===== src/rtl/nttmul_stage_pkg.sv =====
// nttmul_stage_pkg: shared widths and default modulus constants for the NTT twiddle multiplier.
package nttmul_stage_pkg;
    localparam int DATA_SIZE_ARB = 16;
    localparam int K_DEF = 14;
    localparam int Q_DEF = 12289;
    localparam int MU_DEF = 21843;
endpackage


===== src/rtl/nttmul_stage_barrett_red.sv =====
// barrett_red: three-stage Barrett reduction of a 2K-bit product with valid and sideband passthrough.
module barrett_red #(
    parameter int K = 14,
    parameter int SB_W = 1
) (
    input  logic            clk,
    input  logic            reset,
    input  logic            en,
    input  logic            in_valid,
    input  logic [2*K-1:0]  p,
    input  logic [K-1:0]    q,
    input  logic [K:0]      mu,
    input  logic [SB_W-1:0] tag,
    output logic            out_valid,
    output logic [K-1:0]    r,
    output logic [SB_W-1:0] r_tag
);
    logic [2*K+1:0] prod;
    logic [K+1:0]   q1, q2, r4;
    logic [K:0]     t3;
    logic [2*K-1:0] p3;
    logic           v3, v4;
    logic [SB_W-1:0] tag3, tag4;

    assign prod = (2*K+2)'(p[2*K-1:K-1]) * (2*K+2)'(mu);
    assign q1 = (K+2)'(q);
    assign q2 = q1 << 1;

    // r only needs K+2 bits since the Barrett estimate leaves r < 3q
    always_ff @(posedge clk or negedge reset) begin
        if (!reset) begin
            v3 <= 1'b0;
            t3 <= '0;
            p3 <= '0;
            tag3 <= '0;
            v4 <= 1'b0;
            r4 <= '0;
            tag4 <= '0;
            out_valid <= 1'b0;
            r <= '0;
            r_tag <= '0;
        end else if (en) begin
            v3 <= in_valid;
            t3 <= (K+1)'(prod >> (K+1));
            p3 <= p;
            tag3 <= tag;
            v4 <= v3;
            r4 <= (K+2)'(p3 - (2*K)'(t3) * (2*K)'(q));
            tag4 <= tag3;
            out_valid <= v4;
            r <= (r4 >= q2) ? K'(r4 - q2) : (r4 >= q1) ? K'(r4 - q1) : K'(r4);
            r_tag <= tag4;
        end
    end
endmodule


===== src/rtl/nttmul_stage.sv =====
// nttmul_stage: five-stage v*w mod q multiplier feeding the butterfly combiner, with u/sel carried aligned.
module nttmul_stage
    import nttmul_stage_pkg::*;
#(
    parameter int DATA_W = DATA_SIZE_ARB,
    parameter int K = K_DEF
) (
    input  logic              clk,
    input  logic              reset,
    input  logic [DATA_W-1:0] q,
    input  logic [K:0]        mu,
    input  logic              in_valid,
    output logic              in_ready,
    input  logic [DATA_W-1:0] u_i,
    input  logic [DATA_W-1:0] v_i,
    input  logic [DATA_W-1:0] w_i,
    input  logic              sel_i,
    output logic              out_valid,
    input  logic              out_ready,
    output logic [DATA_W-1:0] u_o,
    output logic [DATA_W-1:0] vw_o,
    output logic              sel_o
);
    logic              en, vld1, vld2, sel1, sel2;
    logic [DATA_W-1:0] u1, v1, w1, u2;
    logic [2*K-1:0]    p2;
    logic [K-1:0]      r;
    logic [DATA_W:0]   tag_out;

    // one global enable: a stalled output freezes every stage, bubbles included
    assign en = ~out_valid | out_ready;
    assign in_ready = en;

    always_ff @(posedge clk or negedge reset) begin
        if (!reset) begin
            vld1 <= 1'b0;
            u1 <= '0;
            v1 <= '0;
            w1 <= '0;
            sel1 <= 1'b0;
            vld2 <= 1'b0;
            u2 <= '0;
            sel2 <= 1'b0;
            p2 <= '0;
        end else if (en) begin
            vld1 <= in_valid;
            u1 <= u_i;
            v1 <= v_i;
            w1 <= w_i;
            sel1 <= sel_i;
            vld2 <= vld1;
            u2 <= u1;
            sel2 <= sel1;
            p2 <= (2*K)'((2*DATA_W)'(v1) * (2*DATA_W)'(w1));
        end
    end

    barrett_red #(.K(K), .SB_W(DATA_W + 1)) u_red (
        .clk(clk),
        .reset(reset),
        .en(en),
        .in_valid(vld2),
        .p(p2),
        .q(K'(q)),
        .mu(mu),
        .tag({u2, sel2}),
        .out_valid(out_valid),
        .r(r),
        .r_tag(tag_out)
    );

    assign u_o = tag_out[DATA_W:1];
    assign sel_o = tag_out[0];
    assign vw_o = DATA_W'(r);
endmodule

===== config.mk =====
export PLATFORM = sky130hd
export DESIGN_NAME = nttmul_stage
export DESIGN_NICKNAME = d
export VERILOG_FILES = /design/src/rtl/nttmul_stage_pkg.sv /design/src/rtl/nttmul_stage_barrett_red.sv /design/src/rtl/nttmul_stage.sv
export SDC_FILE = /design/constraint.sdc
export NUM_CORES = 2
export LEC_CHECK = 0
export ABC_CLOCK_PERIOD_IN_PS = 8700
export CORE_ASPECT_RATIO = 0.8
export CORE_UTILIZATION = 60
export CTS_CLUSTER_SIZE = 30
export DETAILED_ROUTE_END_ITERATION = 6
export GPL_ROUTABILITY_DRIVEN = 0
export PLACE_DENSITY = 0.88
export RECOVER_POWER = 50
export SYNTH_ARGS = -nofsm -noshare
export SYNTH_HDL_FRONTEND = slang
export SYNTH_SLANG_ARGS = --single-unit
export TNS_END_PERCENT = 30

===== constraint.sdc =====
create_clock -name clk -period 8.7 [get_ports clk]
set_input_delay 1.305 -clock clk [delete_from_list [all_inputs] [get_ports clk]]
set_output_delay 1.305 -clock clk [all_outputs]
set_load 0.02 [all_outputs]

=== Word level (Yosys, flattened, before mapping) ===
Cells that the tools add are included.

* Add/sub/neg operators: 3
* Multiply operators: 3
* Magnitude comparators: 2
* Mux-type cells: 2
* Bitwise operators: 2

{| class="wikitable"
|+ Operators by type and width
! cell !! count
|-
| $mul A15 B15 Y30 || 1
|-
| $mul A16 B16 Y28 || 1
|-
| $mux W14 || 2
|-
| $sub A14 B14 Y14 || 2
|-
| $ge A16 B14 Y1 || 1
|-
| $ge A16 B15 Y1 || 1
|-
| $mul A15 B14 Y16 || 1
|-
| $sub A16 B16 Y16 || 1
|-
| $not A1 Y1 || 1
|-
| $or A1 B1 Y1 || 1
|}

* Flip-flop bits (word level): 211
* Input port bits: 84
* Output and inout port bits: 35
* Word-level logic and storage cells: 31

=== Depth between registers and ports, before layout ===
* Word-level depth: 3
* Gate-level depth with buffers: 24
* Depth with buffers taken out: 23

=== Cells and area by module ===
A second synthesis with hierarchy kept.

* Cell total of the unflattened synthesis: 3,093
* Area, all modules: 28,666.2 µm²

{| class="wikitable"
|+ By module, submodules not included
! module !! instances !! cells an instance !! area an instance (µm²) !! sequential area each (µm²)
|-
| barrett_red || 1 || 1,773 || 17,092.6 || 2,877.8
|-
| nttmul_stage || 1 || 1,320 || 11,573.6 || 2,402.3
|}

=== Worst setup path before layout ===
No wires, ideal clock.

* Kind: input to register
* Start: input mu[0]
* End: register u_red.t3[14]
* Data arrival time: 6.672 ns
* Data required time: 8.571 ns
* Setup slack: 1.899 ns
* Stages on the path: 22
* Buffers on the path: 1
* Path through: clkbuf_1 > and2_1 > fa_1 > inv_1 > fa_1 > inv_1 > fa_1 > inv_1 > fa_1 > inv_1 > fa_1 > fa_1 > ha_1 > a21o_1 > a21o_1 > o31a_1 > o21ai_2 > o21ai_1 > a211o_1 > o31ai_1 > xnor2_1 > o21ai_1

* Longest elaborated chain between the ends: 1

{| class="wikitable"
|+ RTL lines
! item !! line !! source
|-
| from (decl) || nttmul_stage.sv:11 || <nowiki>input logic [K:0] mu,</nowiki>
|-
| $mul A15 B15 Y30 || nttmul_stage_barrett_red.sv:25 || <nowiki>assign prod = (2*K+2)'(p[2*K-1:K-1]) * (2*K+2)'(mu);</nowiki>
|-
| to (signal assigned) || nttmul_stage_barrett_red.sv:44 || <nowiki>t3 <= (K+1)'(prod >> (K+1));</nowiki>
|-
| to (decl) || nttmul_stage_barrett_red.sv:20 || <nowiki>logic [K:0] t3;</nowiki>
|}

No other way between the ends.
A chain may end at the register's enable or synchronous reset.

=== Final worst setup path ===
* Start: input out_ready
* End: output in_ready

* Longest elaborated chain between the ends: 1

{| class="wikitable"
|+ RTL lines
! item !! line !! source
|-
| from (decl) || nttmul_stage.sv:19 || <nowiki>input logic out_ready,</nowiki>
|-
| $or A1 B1 Y1 || nttmul_stage.sv:31 || <nowiki>assign en = ~out_valid | out_ready;</nowiki>
|-
| to (decl) || nttmul_stage.sv:13 || <nowiki>output logic in_ready,</nowiki>
|}

No other way between the ends.

==> results_dict.tcl <==
set metrics [dict create \
    avgSynthCellArea_um2 8.82 \
    gr-total-overflow 0 \
    grt_usage 0.275 \
    path_cells "dlygate4sd3_1, nor2b_4, clkbuf_2, inv_6, clkdlybuf4s50_1" \
    finalHoldViolCount 0 \
    n_antenna_cell 0 \
    cp-end-kind "output port" \
    initial_core_util 0.608 \
    drive_above_1_share 0.0228 \
    min_period_over_period 0.873 \
    root_buffer "clkbuf_16" \
    setup_viol 0 \
    clockBufferDepth 3 \
    grt_max_degree 212 \
    drv_cap 4 \
    multi_input_area_um2 20700 \
    wl_per_cell_um 16.3 \
    drc 0 \
    areaGrowthSynthToFinish_pct 8.26 \
    slew_violations 428 \
    synth_cells 3245 \
    synth_seq_area_share 0.184 \
    die_h_um 197 \
    min_path_type "flip-flop to flip-flop" \
    port_buffers 114 \
    final_cell_mix "nand2_1 (719), inv_1 (585), fa_1 (454)" \
    ctsResizeCount 0 \
    crit_type "input pin to output port" \
    regArea_um2 5280 \
    die-area_um2 48600 \
    nFillCells 3611 \
    fin_crit_ns 7.60 \
    worstSkewPairLatency_ns 0.54 \
    finalSetupTns_ns 0 \
    io_pins 119 \
    cts_setup_buffers 0 \
    synth_cell_types 64 \
    core_um2 47100 \
    cts_num_sinks 211 \
    rows 71 \
    postCtsHoldBufs 0 \
    dr.pass1.iters 6 \
    synthArstFlopShare 1.00 \
    grt_pass1_vias 21900 \
    yosys_warnings 0 \
    worst_ep_arrival_time_ns 6.29 \
    cts.reportedPaths.clkPinSlew_ns 0.06 \
    hpwl_um 47900 \
    synthFlopType "dfrtp_1" \
    viasPerCell 5.46 \
    drt_iter0_drc 1596 \
    netlist_area_um2 28600 \
    synth_edf_count 0 \
    skew_ns 0.0191 \
    final_common_cell "nand2_1" \
    vias 21400 \
    cts_tree "built" \
    cp_slowest_cell "clkbuf_2" \
    max_freq_ghz 0.132 \
    relSlewSlack -1.66 \
    htreeDepth 1 \
    worst_pin_slew_ns 3.99 \
    ys_seq_elements 211 \
    max_stage_delay_ns 2.76 \
    final_antenna_net_count 0 \
    violations "capacitance limit, slew limit" \
    rsz0062_at_grt "no" \
    final_nets 4062 \
    cp_max_fo 211 \
    die_width_um 246 \
    wirelength_um 63600 \
    startpoint_type "input pin" \
    grt_antenna_before_repair 2 \
    numCtsBuffers 23 \
    required_ns 7.39 \
    grt_pass1_wl_um 108000 \
    status "finished, violations left" \
]
routing by layer:
metal | up-vias | GRT usage | part of all wire
met5 | - | 0 | 0.00020
li1 | 9848 | - | -
met3 | 117 | 0.0408 | 0.082
met1 | 10600 | 0.399 | 0.43
met2 | 825 | 0.438 | 0.46
met4 | 2 | 0.0649 | 0.022
synthesized netlist by cell type, drive strengths merged, types with 15 or more instances:
cell	count	area (µm²)
nand2	719	2700
inv	586	2200
fa	454	9090
and2	350	2190
ha	250	3130
dfrtp	211	5280
clkbuf	124	465
o21ai	92	468
a21oi	72	364
xnor2	69	604
nor2	64	240
xor2	33	289
a21o	26	195
nor3	18	90.1
o21a	15	113
cell families after synthesis:
| logic type | count (synthesis) | synth area share |
|---|---|---|
| AND/OR/NAND/NOR | 1221 | 0.198 |
| buffers and inverters | 716 | 0.0944 |
| adder cells (fa/ha/maj) | 704 | 0.427 |
| AO/OA/AOI/OAI | 276 | 0.0606 |
| flip-flops | 211 | 0.184 |
| XOR/XNOR | 102 | 0.0312 |
| multiplexers | 14 | 0.00503 |
| other | 1 | 0.000131 |
final timing paths:
check	start	end	slack (ns)	cells after the start
hold / removal	u_red.tag4[3]$_DFFE_PN0P_	u_red.r_tag[3]$_DFFE_PN0P_	0.46	2
setup reg to reg	w1[7]$_DFFE_PN0P_	p2[26]$_DFFE_PN0P_	1.89	22
hold reg to reg	u_red.tag4[3]$_DFFE_PN0P_	u_red.r_tag[3]$_DFFE_PN0P_	0.46	2
setup / recovery	out_ready	in_ready	1.10	5
min in group asynchronous	reset	w1[15]$_DFFE_PN0P_	1.82	1
max in group asynchronous	reset	u_red.out_valid$_DFFE_PN0P_	2.14	2
area by class of cell:
| cell class | instances | area share |
|---|---|---|
| multi-input combinational | 2319 | 0.667 |
| sequential | 211 | 0.170 |
| inverter | 586 | 0.0711 |
| timing repair buffer | 133 | 0.0409 |
| tap | 620 | 0.0250 |
| clock buffer | 28 | 0.0201 |
| clock inverter | 14 | 0.00589 |
sequential cells by signal, summed over array words and instances, names as in the netlist:
signal           count
u_red.t3            15
vld2                 1
v1                  16
u1                  16
u_red.tag3          17
u_red.r4            16
u2                  16
sel2                 1
vld1                 1
u_red.r             14
u_red.r_tag         17
u_red.out_valid      1
w1                  16
u_red.v3             1
u_red.p3            16
u_red.v4             1
p2                  28
u_red.tag4          17
sel1                 1
metrics by stage:
step                instance area [µm²]  setup WS [ns]   util  hold WS (ns)  std cells
detailed placement                30200          0.757  0.642         0.455       3869
floorplan                         28600           1.90      -         0.430       3246
global route                      31000          0.652  0.658         0.485       3911
finish                            31000           1.10  0.658         0.463       3911
global placement                  30200          0.889  0.642         0.443       3869
CTS                               31000           1.30  0.659         0.468       3911
worst max-delay path, delay by kind of cell:
| kind | cells | cell delay [ns] |
|---|---|---|
| buffers and inverters | 4 | 4.83 |
| AND/OR/NAND/NOR | 1 | 0.11 |
Power is not shown: default switching activity piles up to over one toggle a cycle in this logic, so the estimate is an artifact.
